File: config.mk
export PLATFORM = sky130hd
export DESIGN_NAME = maze_map_mem_flat
export DESIGN_NICKNAME = d
export VERILOG_FILES = /design/src/rtl/maze_mem_pkg.sv /design/src/rtl/maze_map_mem_if.sv /design/src/rtl/maze_mem_clear_ctrl.sv /design/src/rtl/maze_map_mem.sv /design/src/flat_wrapper.sv
export SDC_FILE = /design/constraint.sdc
export NUM_CORES = 1
export LEC_CHECK = 0
export CORE_MARGIN = 8
export CORE_UTILIZATION = 52
export CTS_CLUSTER_DIAMETER = 80
export DETAILED_ROUTE_END_ITERATION = 12
export GPL_TIMING_DRIVEN = 1
export PLACE_DENSITY = 0.74
export SLEW_MARGIN = 20
export SYNTH_ARGS = -nofsm -noshare
export SYNTH_HDL_FRONTEND = slang
export SYNTH_HIERARCHICAL = 1
export SYNTH_SLANG_ARGS = --single-unit
File: constraint.sdc
create_clock -name clk -period 16.9 [get_ports clk]
set_clock_uncertainty 0.15 [all_clocks]
set_input_delay 2.535 -clock clk [delete_from_list [all_inputs] [get_ports clk]]
set_output_delay 2.535 -clock clk [all_outputs]
set_load 0.005 [all_outputs]
File: src/rtl/maze_mem_pkg.sv
// Shared types for the maze map storage: clear-sweep FSM states and the cell
// encoding used by the solver and the move/display logic.
package maze_mem_pkg;

  localparam int unsigned CellW = 2;

  typedef enum logic [0:0] {
    StClear,
    StReady
  } maze_mem_state_e;

  localparam logic [CellW-1:0] CellFree    = 2'b00;
  localparam logic [CellW-1:0] CellWall    = 2'b01;
  localparam logic [CellW-1:0] CellVisited = 2'b10;
  localparam logic [CellW-1:0] CellPath    = 2'b11;

endpackage

File: src/rtl/maze_map_mem_if.sv
// Request/response bundle for maze_map_mem: solver port A, read-only port B,
// clear request and status strobes.
interface maze_map_mem_if #(
  parameter int unsigned CELL_W = 2,
  parameter int unsigned ADDR_W = 16
) ();

  logic              clr_req;
  logic              busy;
  logic              a_we;
  logic              a_re;
  logic [ADDR_W-1:0] a_adr;
  logic [CELL_W-1:0] a_din;
  logic [CELL_W-1:0] a_dout;
  logic              a_valid;
  logic              b_re;
  logic [ADDR_W-1:0] b_adr;
  logic [CELL_W-1:0] b_dout;
  logic              b_valid;
  logic              adr_err;

  modport master (
    output clr_req, a_we, a_re, a_adr, a_din, b_re, b_adr,
    input  busy, a_dout, a_valid, b_dout, b_valid, adr_err
  );

  modport slave (
    input  clr_req, a_we, a_re, a_adr, a_din, b_re, b_adr,
    output busy, a_dout, a_valid, b_dout, b_valid, adr_err
  );

endinterface

File: src/rtl/maze_mem_clear_ctrl.sv
// Clear-sweep controller: walks every cell once after reset or on clr_req and
// reports busy while the sweep owns the array write port.
module maze_mem_clear_ctrl
  import maze_mem_pkg::*;
#(
  parameter int unsigned DEPTH = 256,
  parameter int unsigned IdxW  = 8
) (
  input  logic            clk,
  input  logic            rst,
  input  logic            clr_req,
  output logic            busy,
  output logic            sweep_we,
  output logic [IdxW-1:0] sweep_adr
);

  localparam logic [IdxW-1:0] LastIdx = IdxW'(DEPTH - 1);

  maze_mem_state_e state_q, state_d;
  logic [IdxW-1:0] cnt_q, cnt_d;

  always_ff @(posedge clk or negedge rst) begin
    if (!rst) begin
      state_q <= StClear;
      cnt_q   <= '0;
    end else begin
      state_q <= state_d;
      cnt_q   <= cnt_d;
    end
  end

  always_comb begin
    state_d   = state_q;
    cnt_d     = cnt_q;
    busy      = 1'b0;
    sweep_we  = 1'b0;
    sweep_adr = cnt_q;
    unique case (state_q)
      StClear: begin
        busy     = 1'b1;
        sweep_we = 1'b1;
        if (cnt_q == LastIdx) begin
          state_d = StReady;
          cnt_d   = '0;
        end else begin
          cnt_d = cnt_q + 1'b1;
        end
      end
      StReady: begin
        if (clr_req) begin
          state_d = StClear;
          cnt_d   = '0;
        end
      end
      default: state_d = StClear;
    endcase
  end

endmodule

File: src/rtl/maze_map_mem.sv
// Maze map storage: registered read/write port A, read-only port B with
// write-first bypass from A, range checking and a hardware clear sweep.
module maze_map_mem
  import maze_mem_pkg::*;
#(
  parameter int unsigned       CELL_W   = 2,
  parameter int unsigned       DEPTH    = 256,
  parameter int unsigned       ADDR_W   = 16,
  parameter logic [CELL_W-1:0] INIT_VAL = CELL_W'(CellFree)
) (
  input logic          clk,
  input logic          rst,
  maze_map_mem_if.slave bus
);

  localparam int unsigned     IdxW     = (DEPTH > 1) ? $clog2(DEPTH) : 1;
  // One extra bit so DEPTH itself is representable when DEPTH == 2^ADDR_W.
  localparam logic [ADDR_W:0] DepthExt = (ADDR_W + 1)'(DEPTH);

  logic              busy;
  logic              sweep_we;
  logic [IdxW-1:0]   sweep_adr;

  logic              accept;
  logic              a_in, b_in;
  logic [IdxW-1:0]   a_idx, b_idx;
  logic              a_wr, a_rd, b_rd, bypass, err;
  logic [CELL_W-1:0] a_rdata, b_rdata;

  logic [CELL_W-1:0] mem_q [DEPTH];
  logic [CELL_W-1:0] a_dout_q, b_dout_q;
  logic              a_valid_q, b_valid_q, adr_err_q;

  maze_mem_clear_ctrl #(
    .DEPTH(DEPTH),
    .IdxW (IdxW)
  ) u_clear_ctrl (
    .clk      (clk),
    .rst      (rst),
    .clr_req  (bus.clr_req),
    .busy     (busy),
    .sweep_we (sweep_we),
    .sweep_adr(sweep_adr)
  );

  // A clear request wins over any port request sampled on the same edge.
  assign accept = !busy && !bus.clr_req;

  assign a_in  = {1'b0, bus.a_adr} < DepthExt;
  assign b_in  = {1'b0, bus.b_adr} < DepthExt;
  assign a_idx = bus.a_adr[IdxW-1:0];
  assign b_idx = bus.b_adr[IdxW-1:0];

  assign a_wr   = accept && bus.a_we && a_in;
  assign a_rd   = accept && !bus.a_we && bus.a_re;
  assign b_rd   = accept && bus.b_re;
  assign bypass = a_wr && (bus.a_adr == bus.b_adr);
  assign err    = accept && (((bus.a_we || bus.a_re) && !a_in) || (bus.b_re && !b_in));

  always_comb begin
    a_rdata = INIT_VAL;
    b_rdata = INIT_VAL;
    if (a_in) begin
      a_rdata = mem_q[a_idx];
    end
    if (b_in) begin
      b_rdata = bypass ? bus.a_din : mem_q[b_idx];
    end
  end

  // Array contents are established by the sweep, so the array itself has no reset.
  always_ff @(posedge clk) begin
    if (sweep_we) begin
      mem_q[sweep_adr] <= INIT_VAL;
    end else if (a_wr) begin
      mem_q[a_idx] <= bus.a_din;
    end
  end

  always_ff @(posedge clk or negedge rst) begin
    if (!rst) begin
      a_dout_q  <= '0;
      b_dout_q  <= '0;
      a_valid_q <= 1'b0;
      b_valid_q <= 1'b0;
      adr_err_q <= 1'b0;
    end else begin
      a_valid_q <= a_rd;
      b_valid_q <= b_rd;
      adr_err_q <= err;
      if (a_rd) begin
        a_dout_q <= a_rdata;
      end
      if (b_rd) begin
        b_dout_q <= b_rdata;
      end
    end
  end

  assign bus.busy    = busy;
  assign bus.a_dout  = a_dout_q;
  assign bus.a_valid = a_valid_q;
  assign bus.b_dout  = b_dout_q;
  assign bus.b_valid = b_valid_q;
  assign bus.adr_err = adr_err_q;

endmodule

File: src/flat_wrapper.sv
// flat-port wrapper written by rule: the top's interface ports become plain ports
module maze_map_mem_flat import maze_mem_pkg::*;
#(
  parameter int unsigned       CELL_W   = 2,
  parameter int unsigned       DEPTH    = 256,
  parameter int unsigned       ADDR_W   = 16,
  parameter logic [CELL_W-1:0] INIT_VAL = CELL_W'(CellFree)
)
  (clk, rst, bus_clr_req, bus_a_we, bus_a_re, bus_a_adr, bus_a_din, bus_b_re, bus_b_adr, bus_busy, bus_a_dout, bus_a_valid, bus_b_dout, bus_b_valid, bus_adr_err);
  maze_map_mem_if #(.CELL_W(CELL_W), .ADDR_W(ADDR_W)) bus_i ();
  input logic clk;
  input logic rst;
  input wire logic [$bits(bus_i.clr_req)-1:0] bus_clr_req;
  input wire logic [$bits(bus_i.a_we)-1:0] bus_a_we;
  input wire logic [$bits(bus_i.a_re)-1:0] bus_a_re;
  input wire logic [$bits(bus_i.a_adr)-1:0] bus_a_adr;
  input wire logic [$bits(bus_i.a_din)-1:0] bus_a_din;
  input wire logic [$bits(bus_i.b_re)-1:0] bus_b_re;
  input wire logic [$bits(bus_i.b_adr)-1:0] bus_b_adr;
  output wire logic [$bits(bus_i.busy)-1:0] bus_busy;
  output wire logic [$bits(bus_i.a_dout)-1:0] bus_a_dout;
  output wire logic [$bits(bus_i.a_valid)-1:0] bus_a_valid;
  output wire logic [$bits(bus_i.b_dout)-1:0] bus_b_dout;
  output wire logic [$bits(bus_i.b_valid)-1:0] bus_b_valid;
  output wire logic [$bits(bus_i.adr_err)-1:0] bus_adr_err;
  assign bus_i.clr_req = bus_clr_req;
  assign bus_i.a_we = bus_a_we;
  assign bus_i.a_re = bus_a_re;
  assign bus_i.a_adr = bus_a_adr;
  assign bus_i.a_din = bus_a_din;
  assign bus_i.b_re = bus_b_re;
  assign bus_i.b_adr = bus_b_adr;
  assign bus_busy = bus_i.busy;
  assign bus_a_dout = bus_i.a_dout;
  assign bus_a_valid = bus_i.a_valid;
  assign bus_b_dout = bus_i.b_dout;
  assign bus_b_valid = bus_i.b_valid;
  assign bus_adr_err = bus_i.adr_err;
  maze_map_mem #(.CELL_W(CELL_W), .DEPTH(DEPTH), .ADDR_W(ADDR_W), .INIT_VAL(INIT_VAL)) u_core (.clk(clk), .rst(rst), .bus(bus_i));
endmodule
==> results_tabular.tex, run 1 <==
\begin{tabular}{lr}
\hline
Metric & Value \\
\hline
\multicolumn{2}{l}{\textbf{Route}} \\
Antenna violation net count after detailed routing & 0 \\
Average detailed-routed wire length per instance & 31.7 um \\
Via density per instance & 7.13 \\
Detailed Routing Iterations Pass 1 & 6 \\
Count of vias placed by the detailed router & 17300 \\
Routed wire length & 76800 um \\
Violation count after the first detailed-routing iteration & 2722 \\
Post-detailed-route DRC marker count & 0 \\
\multicolumn{2}{l}{\textbf{Worst setup path}} \\
Startpoint of the worst-slack reg-to-reg timing path & u\_core/u\_clear\_ctrl/state\_q\$\_DFF\_PN0\_ \\
Req. time, crit path & 17.06 ns \\
Data arrival time of the critical path & 6.82 ns \\
Critical path start-end classification & input pin to flop \\
CP startpoint & bus\_a\_adr[11] \\
Count of cells along the worst register-to-register path & 9 \\
Crit path capture type & flop \\
Biggest fanout along the worst timing path & 28 \\
Kind of start point of the critical path & input pin \\
Register-to-Register Setup Slack & 11.94 ns \\
Endpoint of the most critical register-to-register path & u\_core/mem\_q[34][1]\$\_DFFE\_PP\_ \\
\multicolumn{2}{l}{\textbf{Timing}} \\
Fin crit share & 39.4\% \\
Time the worst path needs with I/O delays and setup & 6.65 ns \\
Tightest slew margin relative to the limit & 15.4\% \\
Number of hold-slack violations in the final timing report & 0 \\
Max Freq & 150 MHz \\
Total setup violations reported at the end of the flow & 0 \\
Setup tns final & 0 ns \\
Final-report max-slew violation count & 0 \\
Worst hold slack & 0.529 ns \\
Setup repair after global routing missed its margin & false \\
Worst-margin pin slew & 1.27 ns \\
\multicolumn{2}{l}{\textbf{Synth}} \\
Most frequently used flop master after synthesis & sky130\_fd\_sc\_hd\_\_edfxtp\_1 \\
Synth Area in XOR/XNOR & 0.527\% \\
Simple-gate portion of the synthesized area & 8.74\% \\
Dominant combinational cell family by area after synthesis & multiplexers \\
Arithmetic-cell share of the synthesized area counting full adders, half adders and majority gates & 0.0471\% \\
Mux contribution to synthesized area & 23.5\% \\
Number of flip-flops and latches in the synthesized netlist & 528 \\
Post-synthesis average cell area & 15.6 um\^{}2 \\
Yosys warnings & 6 \\
Combined area of all synthesized cells & 26600 um\^{}2 \\
Netlist cell types & 71 \\
Nets in the synthesized netlist & 1739 \\
Compound-cell area share of the yosys netlist & 5.04\% \\
Async set-reset flop share out of synthesis & 3.03\% \\
Sequential cell area fraction in the yosys report & 59.4\% \\
Post-synth EDFFs & 512 \\
Instance count of the mapped netlist & 1698 \\
\multicolumn{2}{l}{\textbf{Clock tree}} \\
Post-cts sizing count & 0 \\
Total number of H-tree levels & 2 \\
Number of buffers inserted by post-CTS setup repair & 0 \\
Clock tree from TritonCTS & built \\
Sink Count & 528 \\
Insertion delay to the later sink of the worst-skew pair & 0.63 ns \\
CTS Hold Buffers Added & 0 \\
Clk root buf & sky130\_fd\_sc\_hd\_\_clkbuf\_16 \\
Clock-pin slew on the worst setup and hold paths & 0.06 ns \\
Number of buffers inserted during clock tree synthesis & 55 \\
Max Buffers Root-to-Sink & 3 \\
\multicolumn{2}{l}{\textbf{GRT}} \\
Total congestion overflow after global routing & 0 \\
Via count of the first global-routing pass & 17000 \\
GRT Util Overall & 25.5\% \\
Largest net degree at the start of global routing & 113 \\
Antenna violations before repair & 1 \\
Global-route wire length before repair & 112000 um \\
\multicolumn{2}{l}{\textbf{Min path}} \\
Number of cells on the worst hold path & 1 \\
Min-Delay Endpoint & u\_core/u\_clear\_ctrl/sweep\_adr[6]\$\_DFFE\_PN0P\_ \\
Launch instance of the worst min-delay path & u\_core/u\_clear\_ctrl/sweep\_adr[6]\$\_DFFE\_PN0P\_ \\
Kind of path behind the tightest hold check & flop to flop \\
\multicolumn{2}{l}{\textbf{Floorplan}} \\
Core Area & 50900 um\^{}2 \\
Die Y & 242 um \\
Placement Rows & 83 \\
Starting density of the core & 52.2\% \\
Full die area & 58600 um\^{}2 \\
I/O pin count & 48 \\
Overall die width & 242 um \\
\multicolumn{2}{l}{\textbf{Power}} \\
Worst-case vdd ir drop & 0.101 mV \\
Cell area power density & 110 nW/um\^{}2 \\
Leakage power total & 0.0102 uW \\
\multicolumn{2}{l}{\textbf{Placement}} \\
Count of input and output buffers & 47 \\
HPWL after detailed placement & 49700 um \\
RePlAce Congestion & 0.971 \\
\multicolumn{2}{l}{\textbf{Outcome}} \\
Run status & complete, no violations \\
\multicolumn{2}{l}{\textbf{Layout}} \\
Synth-to-Final Area Change & 10.6\% \\
Number of diodes added for antenna fixing & 0 \\
Fraction of final layout cells with drive strength greater than 1 & 23.5\% \\
Final layout net count & 1736 \\
\multicolumn{2}{l}{\textbf{Job}} \\
Number of max-cap violations & 0 \\
\hline
\end{tabular}
## cell families after synthesis
family                   Yosys count
AO/OA/AOI/OAI                    183
XOR/XNOR                          16
adder cells (fa/ha/maj)            1
buffers and inverters            147
flip-flops                       528
multiplexers                     318
AND/OR/NAND/NOR                  505
## cells in the mapped netlist, drive strengths merged, types with 4 or more instances
cell type  number  area share [%]
a2111oi         4            0.13
a211oi          7            0.20
a21oi          15            0.28
a221oi          4            0.13
a22o            5            0.16
a22oi          17            0.48
a311oi          4            0.13
a31oi          14            0.35
and2            4           0.094
and3            9            0.21
buf            89             2.0
clkbuf         42            0.59
dfrtp          16             1.5
edfxtp        512              58
inv            14            0.20
mux2i          73             2.8
mux4          244              21
nand2          66             1.1
nand2b         24            0.57
nand3          27            0.53
nand3b          7            0.20
nand4          10            0.26
nor2          289             4.1
nor2b           9            0.21
nor3           13            0.24
nor3b           5            0.14
nor4            9            0.26
o21ai          20            0.39
o221ai         29            0.96
o22a            4            0.13
o22ai          37            0.87
o31ai           8            0.32
or2            17            0.40
or3             5            0.12
xnor2          16            0.53
## placed cells by master, fill, tap and decap left out, types with 7 or more instances in the layout
cell                                n
sky130_fd_sc_hd__buf_4             25
sky130_fd_sc_hd__nand2b_1          22
sky130_fd_sc_hd__nand4_1            9
sky130_fd_sc_hd__nand2_1           61
sky130_fd_sc_hd__o21ai_0           16
sky130_fd_sc_hd__bufinv_16         12
sky130_fd_sc_hd__nor2_1           289
sky130_fd_sc_hd__o221ai_1          29
sky130_fd_sc_hd__nor3_1            13
sky130_fd_sc_hd__nand3_1           26
sky130_fd_sc_hd__clkinv_1           9
sky130_fd_sc_hd__inv_1             13
sky130_fd_sc_hd__a21oi_1           15
sky130_fd_sc_hd__a211oi_1           7
sky130_fd_sc_hd__clkinv_2          11
sky130_fd_sc_hd__nand3b_1           7
sky130_fd_sc_hd__nor4_1             7
sky130_fd_sc_hd__clkinvlp_4         7
sky130_fd_sc_hd__o22ai_1           37
sky130_fd_sc_hd__nor2b_1            9
sky130_fd_sc_hd__edfxtp_1         512
sky130_fd_sc_hd__and3_1             7
sky130_fd_sc_hd__xnor2_1           16
sky130_fd_sc_hd__or2_2             17
sky130_fd_sc_hd__mux4_2           244
sky130_fd_sc_hd__clkdlybuf4s50_1   41
sky130_fd_sc_hd__dfrtp_1           16
sky130_fd_sc_hd__a22oi_1           17
sky130_fd_sc_hd__mux2i_1           73
sky130_fd_sc_hd__a31oi_1           13
sky130_fd_sc_hd__clkbuf_16         56
## per-stage QoR
| step | instances | total power (uW) | cell area, um^2 | util (%) | setup slack [ns] |
|---|---|---|---|---|---|
| global route | 2421 | 3310 | 29400 | 57.8 | 10.13 |
| floorplan | 1698 | 1750 | 26600 | - | 9.42 |
| detailed placement | 2318 | 1920 | 27400 | 53.8 | 9.98 |
| global placement | 2318 | 1910 | 27400 | 53.8 | 9.99 |
| finish | 2421 | 3240 | 29400 | 57.8 | 10.25 |
| CTS | 2421 | 3240 | 29400 | 57.7 | 10.61 |
## final cells by class
cell class | instances | area, um^2
well taps | 680 | 851
multi-input cells | 1023 | 10100
repair buffers | 71 | 648
flip-flops and latches | 528 | 15800
fillers | 3845 | 21500
clock buffers | 61 | 1420
clock inverters | 42 | 571
inverters | 16 | 60.1
## report_power, final
group	total, uW	internal, uW	leakage (uW)	switching (uW)
Sequential	1470	1440	0.00597	32.9
Clock	1330	794	0.000955	533
Combinational	443	117	0.00330	326
Total	3240	2350	0.0102	892
## routing by layer
metal / routed length (um) / GRT usage [%] / vias up
met2: 35700 / 39.7 / 1268
li1: - / - / 6875
met1: 27400 / 33.7 / 8897
met4: 3950 / 11.2 / 0
met3: 9760 / 6.94 / 231
met5: 0 / 0 / -
## sequential cells by signal, summed over array words and instances (netlist names)
signal	count
u_core/bus.adr_err	1
u_core/bus.b_valid	1
u_core/bus.a_dout	2
u_core/mem_q	512
u_core/bus.b_dout	2
u_core/u_clear_ctrl/sweep_adr	8
u_core/bus.a_valid	1
u_core/u_clear_ctrl/state_q	1
## critical path: stages
cell and delay, ns:
sky130_fd_sc_hd__clkdlybuf4s50_1 0.47, sky130_fd_sc_hd__nor4_2 0.82, sky130_fd_sc_hd__nand4_2 0.77, sky130_fd_sc_hd__nor3b_1 0.40, sky130_fd_sc_hd__a31oi_1 0.12, sky130_fd_sc_hd__or2_2 0.41
sky130_fd_sc_hd__nand2b_1 0.62, sky130_fd_sc_hd__buf_4 0.43, sky130_fd_sc_hd__nor2_1 0.23
## worst max-delay path by stage
stage	endpoint	slack [ns]	depth (start not counted)
2_1_floorplan	u_core/mem_q[0][0]$_DFFE_PP_	9.42	3
3_3_place_gp	u_core/mem_q[132][0]$_DFFE_PP_	9.99	8
4_1_cts	u_core/mem_q[185][0]$_DFFE_PP_	10.61	8
6_report	u_core/mem_q[34][1]$_DFFE_PP_	10.25	9
3_5_place_dp	u_core/mem_q[185][1]$_DFFE_PP_	9.98	8
5_1_grt	u_core/mem_q[6][1]$_DFFE_PP_	10.13	8
No activity file was read; power rests on OpenSTA's default activity.
==> run 2, diff against run 1 <==
PLACE_DENSITY = 0.77   (was 0.74)
clock period = 5.4 ns   (was 16.9 ns; I/O delays follow)
==> run 2 against run 1 <==
Against the previous run: first-iteration DRC count is 6.1% higher; die area did not move; largest power group unchanged; sequential share of layout area shrank 0.26 points; critical path type is now flop to flop; hold slack worse by 0.085 ns; non-clock buffer count is 34 higher; largest cell class unchanged; global-route usage up 0.22 points; highest routed layer unchanged.
==> results_tabular.tex, run 2 (synthesis gave the netlist of run 1 again) <==
\begin{tabular}{lr}
\hline
Metric & Value \\
\hline
\multicolumn{2}{l}{\textbf{Worst setup path}} \\
Largest stage delay on the critical path & 0.82 ns \\
Critical path start-end classification & flop to flop \\
Crit-path cells & inv\_1, nor3b\_1, nand4\_2, nor3b\_1, a31oi\_1, or2\_2, nand2b\_1, nor2\_1 \\
Data arrival time of the critical path & 4.82 ns \\
Slowest stage cell, crit path & sky130\_fd\_sc\_hd\_\_nor3b\_1 \\
Register-to-Register Setup Slack & 0.71 ns \\
Crit path capture type & flop \\
CP dominant cell by count & sky130\_fd\_sc\_hd\_\_nor3b\_1 \\
Req. time, crit path & 5.53 ns \\
Biggest fanout along the worst timing path & 14 \\
Startpoint of the worst-slack reg-to-reg timing path & u\_core/u\_clear\_ctrl/state\_q\$\_DFF\_PN0\_ \\
Kind of start point of the critical path & flop \\
Endpoint of the most critical register-to-register path & u\_core/mem\_q[218][1]\$\_DFFE\_PP\_ \\
Count of cells along the worst register-to-register path & 8 \\
\multicolumn{2}{l}{\textbf{Timing}} \\
Tightest slew margin relative to the limit & 30.8\% \\
Final-report max-slew violation count & 0 \\
Setup repair after global routing missed its margin & false \\
Number of hold-slack violations in the final timing report & 0 \\
Max Freq & 213 MHz \\
Fin crit share & 86.9\% \\
Time the worst path needs with I/O delays and setup & 4.69 ns \\
Total setup violations reported at the end of the flow & 0 \\
Setup tns final & 0 ns \\
Worst-margin pin slew & 1.04 ns \\
\multicolumn{2}{l}{\textbf{Min path}} \\
Number of cells on the worst hold path & 2 \\
Min-Delay Endpoint & u\_core/bus.b\_dout[0]\$\_DFFE\_PN0P\_ \\
Launch instance of the worst min-delay path & u\_core/bus.b\_dout[0]\$\_DFFE\_PN0P\_ \\
Kind of path behind the tightest hold check & flop to flop \\
\multicolumn{2}{l}{\textbf{Route}} \\
Violation count after the first detailed-routing iteration & 2887 \\
Post-detailed-route DRC marker count & 0 \\
Average detailed-routed wire length per instance & 31.5 um \\
Count of vias placed by the detailed router & 17500 \\
Detailed Routing Iterations Pass 1 & 6 \\
Antenna violation net count after detailed routing & 0 \\
Via density per instance & 7.14 \\
Routed wire length & 77200 um \\
\multicolumn{2}{l}{\textbf{Clock tree}} \\
Number of buffers inserted during clock tree synthesis & 53 \\
Number of buffers inserted by post-CTS setup repair & 0 \\
CTS Hold Buffers Added & 0 \\
Clock tree from TritonCTS & built \\
Post-cts sizing count & 0 \\
Max Buffers Root-to-Sink & 3 \\
Clock-pin slew on the worst setup and hold paths & 0.06 ns \\
Clk root buf & sky130\_fd\_sc\_hd\_\_clkbuf\_16 \\
Insertion delay to the later sink of the worst-skew pair & 0.61 ns \\
Sink Count & 528 \\
Total number of H-tree levels & 2 \\
\multicolumn{2}{l}{\textbf{Layout}} \\
Post-route cell area & 29500 um\^{}2 \\
Number of flip-flops under the largest register name & 512 \\
Number of diodes added for antenna fixing & 0 \\
Most frequent standard cell in the layout excluding fill and tap cells & sky130\_fd\_sc\_hd\_\_edfxtp\_1 \\
Synth-to-Final Area Change & 11.1\% \\
Most frequent cells in the layout & sky130\_fd\_sc\_hd\_\_edfxtp\_1 (512), sky130\_fd\_sc\_hd\_\_nor2\_1 (289), sky130\_fd\_sc\_hd\_\_mux4\_2 (244) \\
Register bank with the most flops & u\_core/mem\_q \\
Fraction of final layout cells with drive strength greater than 1 & 24.1\% \\
Final layout net count & 1768 \\
\multicolumn{2}{l}{\textbf{GRT}} \\
Global-route wire length before repair & 114000 um \\
Largest net degree at the start of global routing & 97 \\
Via count of the first global-routing pass & 17600 \\
GRT Util Overall & 25.8\% \\
Antenna violations before repair & 1 \\
Total congestion overflow after global routing & 0 \\
\multicolumn{2}{l}{\textbf{Outcome}} \\
Run status & complete, no violations \\
\multicolumn{2}{l}{\textbf{Floorplan}} \\
Placement Rows & 83 \\
Full die area & 58600 um\^{}2 \\
Core Area & 50900 um\^{}2 \\
Starting density of the core & 52.2\% \\
Die Y & 242 um \\
I/O pin count & 48 \\
Overall die width & 242 um \\
\multicolumn{2}{l}{\textbf{Placement}} \\
Placed cell area & 27800 um\^{}2 \\
HPWL after detailed placement & 50900 um \\
RePlAce Congestion & 0.928 \\
Count of input and output buffers & 47 \\
\multicolumn{2}{l}{\textbf{Power}} \\
Cell area power density & 332 nW/um\^{}2 \\
Worst-case vdd ir drop & 0.326 mV \\
Leakage power total & 0.0103 uW \\
\multicolumn{2}{l}{\textbf{Job}} \\
Number of max-cap violations & 0 \\
\hline
\end{tabular}
-- run 2: worst max-delay path by stage --
stage / start / endpoint / slack (ns)
2_1_floorplan: bus_a_adr[15] / u_core/mem_q[0][0]$_DFFE_PP_ / 1.52
3_3_place_gp: bus_clr_req / u_core/mem_q[186][1]$_DFFE_PP_ / 0.41
3_5_place_dp: bus_clr_req / u_core/mem_q[59][0]$_DFFE_PP_ / 0.29
4_1_cts: u_core/u_clear_ctrl/state_q$_DFF_PN0_ / u_core/mem_q[218][1]$_DFFE_PP_ / 0.67
5_1_grt: u_core/u_clear_ctrl/state_q$_DFF_PN0_ / u_core/mem_q[42][0]$_DFFE_PP_ / 0.48
6_report: u_core/u_clear_ctrl/state_q$_DFF_PN0_ / u_core/mem_q[218][1]$_DFFE_PP_ / 0.71
-- run 2: stage by stage --
stage	utilization [%]	total power, uW	std cells	worst slack [ns]	hold slack (ns)
final	58.0	9790	2450	0.707	0.443
after global routing	58.0	10000	2450	0.483	0.462
after CTS	58.0	9770	2450	0.670	0.458
after detailed placement	54.6	6070	2352	0.295	0.445
after global placement	54.6	6040	2352	0.411	0.443
after floorplan	-	5470	1698	1.52	0.355
-- run 2: worst max-delay path, delay by kind of cell, from the launching register on --
family                 cells  cell delay (ns)
buffers and inverters      1             0.32
AND/OR/NAND/NOR            6             3.18
AO/OA/AOI/OAI              1             0.11
flip-flops                 1             0.58
-- run 2: per-layer routing --
layer,up-vias,global-route usage [%],wire length [um]
met5,-,0,0
met4,0,12.7,4290
met3,268,6.11,10300
met2,1449,40.7,36300
met1,8838,33.5,26300
li1,6933,-,-
-- run 2: power by group --
part	total, uW	internal, uW	switching (uW)
sequential	4590	4500	91.3
clock	3740	2190	1550
combinational	1460	407	1060
-- run 2: cell type report --
class                           count  area [um^2]
Sequential cell                   528        15800
Timing Repair Buffer              105         1020
Inverter                           16         60.1
Clock inverter                     28          299
Multi-Input combinational cell   1023        10100
Fill cell                        3833        21400
Clock buffer                       70         1460
Tap cell                          680          851
==> run 3, diff against run 2 <==
CORE_ASPECT_RATIO = 0.9   (was unset)
==> run 3 against run 2 <==
Against the previous run: design area down 0.25%; via count down 1.4%; final cell count about the same; clock-buffer cell count down 7; hold slack better by 0.081 ns; register-to-register slack better by 0.36 ns; first-iteration DRC count down 13%; combinational power about the same; critical path depth up 1; routed wire length down 1.8%; die area about the same; sequential power about the same; critical path type unchanged; largest cell class unchanged.
==> results_tabular.tex, run 3 (synthesis gave the netlist of run 1 again) <==
\begin{tabular}{lr}
\hline
Metric & Value \\
\hline
\multicolumn{2}{l}{\textbf{Timing}} \\
Setup tns final & 0 ns \\
Worst hold slack & 0.524 ns \\
Max Freq & 231 MHz \\
Fin crit share & 80.2\% \\
Number of hold-slack violations in the final timing report & 0 \\
Worst-margin pin slew & 1.06 ns \\
Total setup violations reported at the end of the flow & 0 \\
Time the worst path needs with I/O delays and setup & 4.33 ns \\
Final-report max-slew violation count & 0 \\
Setup repair after global routing missed its margin & false \\
Tightest slew margin relative to the limit & 29.6\% \\
Setup slack of the critical path after layout & 1.07 ns \\
\multicolumn{2}{l}{\textbf{Floorplan}} \\
Starting density of the core & 52.7\% \\
I/O pin count & 48 \\
Overall die width & 254 um \\
Placement Rows & 78 \\
Core Area & 50500 um\^{}2 \\
Full die area & 58600 um\^{}2 \\
Die Y & 230 um \\
\multicolumn{2}{l}{\textbf{Route}} \\
Via density per instance & 7.04 \\
Detailed Routing Iterations Pass 1 & 6 \\
Average detailed-routed wire length per instance & 31.0 um \\
Violation count after the first detailed-routing iteration & 2499 \\
Routed wire length & 75800 um \\
Antenna violation net count after detailed routing & 0 \\
Count of vias placed by the detailed router & 17200 \\
Post-detailed-route DRC marker count & 0 \\
\multicolumn{2}{l}{\textbf{Worst setup path}} \\
Req. time, crit path & 5.81 ns \\
Critical path start-end classification & flop to flop \\
End point of the critical path & u\_core/bus.a\_dout[1]\$\_DFFE\_PN0P\_ \\
CP startpoint & u\_core/u\_clear\_ctrl/state\_q\$\_DFF\_PN0\_ \\
Largest stage delay on the critical path & 0.81 ns \\
Kind of start point of the critical path & flop \\
Endpoint of the most critical register-to-register path & u\_core/bus.a\_dout[1]\$\_DFFE\_PN0P\_ \\
Crit path capture type & flop \\
CP dominant cell by count & sky130\_fd\_sc\_hd\_\_nor3\_1 \\
Crit-path cells & inv\_1, buf\_4, or4b\_2, nor4\_2, nand2\_1, a2111oi\_0, nor3\_1, nor3\_1, a221o\_1 \\
Startpoint of the worst-slack reg-to-reg timing path & u\_core/u\_clear\_ctrl/state\_q\$\_DFF\_PN0\_ \\
Data arrival time of the critical path & 4.74 ns \\
Slowest stage cell, crit path & sky130\_fd\_sc\_hd\_\_or4b\_2 \\
Register-to-Register Setup Slack & 1.07 ns \\
Biggest fanout along the worst timing path & 13 \\
Count of cells along the worst register-to-register path & 9 \\
\multicolumn{2}{l}{\textbf{Layout}} \\
Fraction of final layout cells with drive strength greater than 1 & 24.5\% \\
Most frequent standard cell in the layout excluding fill and tap cells & sky130\_fd\_sc\_hd\_\_edfxtp\_1 \\
Register bank with the most flops & u\_core/mem\_q \\
Final layout net count & 1768 \\
Sequential standard cell area & 15800 um\^{}2 \\
Number of flip-flops under the largest register name & 512 \\
Synth-to-Final Area Change & 10.9\% \\
Most frequent cells in the layout & sky130\_fd\_sc\_hd\_\_edfxtp\_1 (512), sky130\_fd\_sc\_hd\_\_nor2\_1 (289), sky130\_fd\_sc\_hd\_\_mux4\_2 (244) \\
Number of inserted filler cells in the final layout & 3722 \\
Multi-input gate area & 10100 um\^{}2 \\
Number of diodes added for antenna fixing & 0 \\
\multicolumn{2}{l}{\textbf{Placement}} \\
Count of input and output buffers & 47 \\
HPWL after detailed placement & 50300 um \\
Worst slack at placement & 0.534 ns \\
RePlAce Congestion & 0.991 \\
\multicolumn{2}{l}{\textbf{Power}} \\
Proportion of power drawn by combinational gates & 14.9\% \\
Cell area power density & 330 nW/um\^{}2 \\
Clock network fraction of design power & 37.7\% \\
Power share of the sequential group & 47.4\% \\
Power Internal & 6990 uW \\
Switching Share & 28.1\% \\
Net Switching & 2730 uW \\
Leakage power total & 0.0103 uW \\
Worst-case vdd ir drop & 0.242 mV \\
\multicolumn{2}{l}{\textbf{Job}} \\
Number of max-cap violations & 0 \\
\multicolumn{2}{l}{\textbf{Clock tree}} \\
Post-cts sizing count & 0 \\
Insertion delay to the later sink of the worst-skew pair & 0.63 ns \\
Sink Count & 528 \\
Clock tree from TritonCTS & built \\
Max Buffers Root-to-Sink & 3 \\
Number of buffers inserted by post-CTS setup repair & 0 \\
Total number of H-tree levels & 2 \\
Clk root buf & sky130\_fd\_sc\_hd\_\_clkbuf\_16 \\
CTS Hold Buffers Added & 0 \\
Clock-pin slew on the worst setup and hold paths & 0.06 ns \\
Number of buffers inserted during clock tree synthesis & 52 \\
\multicolumn{2}{l}{\textbf{GRT}} \\
Via count of the first global-routing pass & 17300 \\
Total congestion overflow after global routing & 0 \\
Antenna violations before repair & 0 \\
Global-route wire length before repair & 112000 um \\
GRT Util Overall & 25.7\% \\
Largest net degree at the start of global routing & 131 \\
\multicolumn{2}{l}{\textbf{Min path}} \\
Kind of path behind the tightest hold check & flop to flop \\
\multicolumn{2}{l}{\textbf{Outcome}} \\
Run status & complete, no violations \\
\hline
\end{tabular}
==> run 3: cell types whose count changed in the layout (fill, tap and decap cells not counted), moves of 3 or more <==
cell                        before  now
sky130_fd_sc_hd__clkinv_1       12    9
sky130_fd_sc_hd__clkbuf_1       12    9
sky130_fd_sc_hd__clkinv_2        5   13
sky130_fd_sc_hd__buf_12         10    7
sky130_fd_sc_hd__clkbuf_16      55   52
sky130_fd_sc_hd__buf_4          50   54
==> run 3: layer usage <==
| metal | GRT usage, % | share of wire, % | vias up |
|---|---|---|---|
| li1 | - | - | 6936 |
| met1 | 35.0 | 36 | 8699 |
| met2 | 38.5 | 45 | 1337 |
| met3 | 7.18 | 14 | 273 |
| met4 | 11.2 | 5.1 | 0 |
| met5 | 0 | 0 | - |
==> run 3: how the worst min path moves through the flow <==
stage | start | to | slack, ns | depth (start not counted)
floorplan | rst | u_core/bus.a_dout[0]$_DFFE_PN0P_ | 0.36 | 0
global placement | u_core/bus.a_dout[1]$_DFFE_PN0P_ | u_core/bus.a_dout[1]$_DFFE_PN0P_ | 0.46 | 1
detailed placement | u_core/bus.a_dout[1]$_DFFE_PN0P_ | u_core/bus.a_dout[1]$_DFFE_PN0P_ | 0.47 | 1
CTS | u_core/bus.a_dout[1]$_DFFE_PN0P_ | u_core/bus.a_dout[1]$_DFFE_PN0P_ | 0.48 | 1
global route | u_core/bus.a_dout[1]$_DFFE_PN0P_ | u_core/bus.a_dout[1]$_DFFE_PN0P_ | 0.54 | 1
finish | u_core/u_clear_ctrl/sweep_adr[6]$_DFFE_PN0P_ | u_core/u_clear_ctrl/sweep_adr[6]$_DFFE_PN0P_ | 0.52 | 1
==> run 3: final cells by class <==
class                           instances  area share, %
Clock buffer                           63           4.63
Clock inverter                         33           1.18
Inverter                               16          0.204
Multi-Input combinational cell       1023           34.2
Sequential cell                       528           53.5
Tap cell                              680           2.89
Timing Repair Buffer                  106           3.38
==> run 3: through the flow <==
step	power, uW	cell area, um^2	cells	utilization [%]
CTS	9700	29500	2449	58.4
detailed placement	6070	27700	2353	55.0
global route	9940	29500	2449	58.4
global placement	6050	27700	2353	55.0
floorplan	5470	26600	1698	-
finish	9720	29500	2449	58.4
==> run 3: power groups by stage <==
stage	combinational, uW	sequential (uW)	clock [uW]
CTS	1400	4600	3700
global route	1480	4610	3850
detailed placement	1390	4680	0
global placement	1370	4680	0
floorplan	839	4630	0
finish	1450	4610	3660
==> run 3: worst max-delay path: cells and delay by family (launching register included) <==
kind            cells  cell delay, ns
buf+inv             2            0.49
flops               1            0.61
compound gates      2            0.76
simple gates        5            2.26
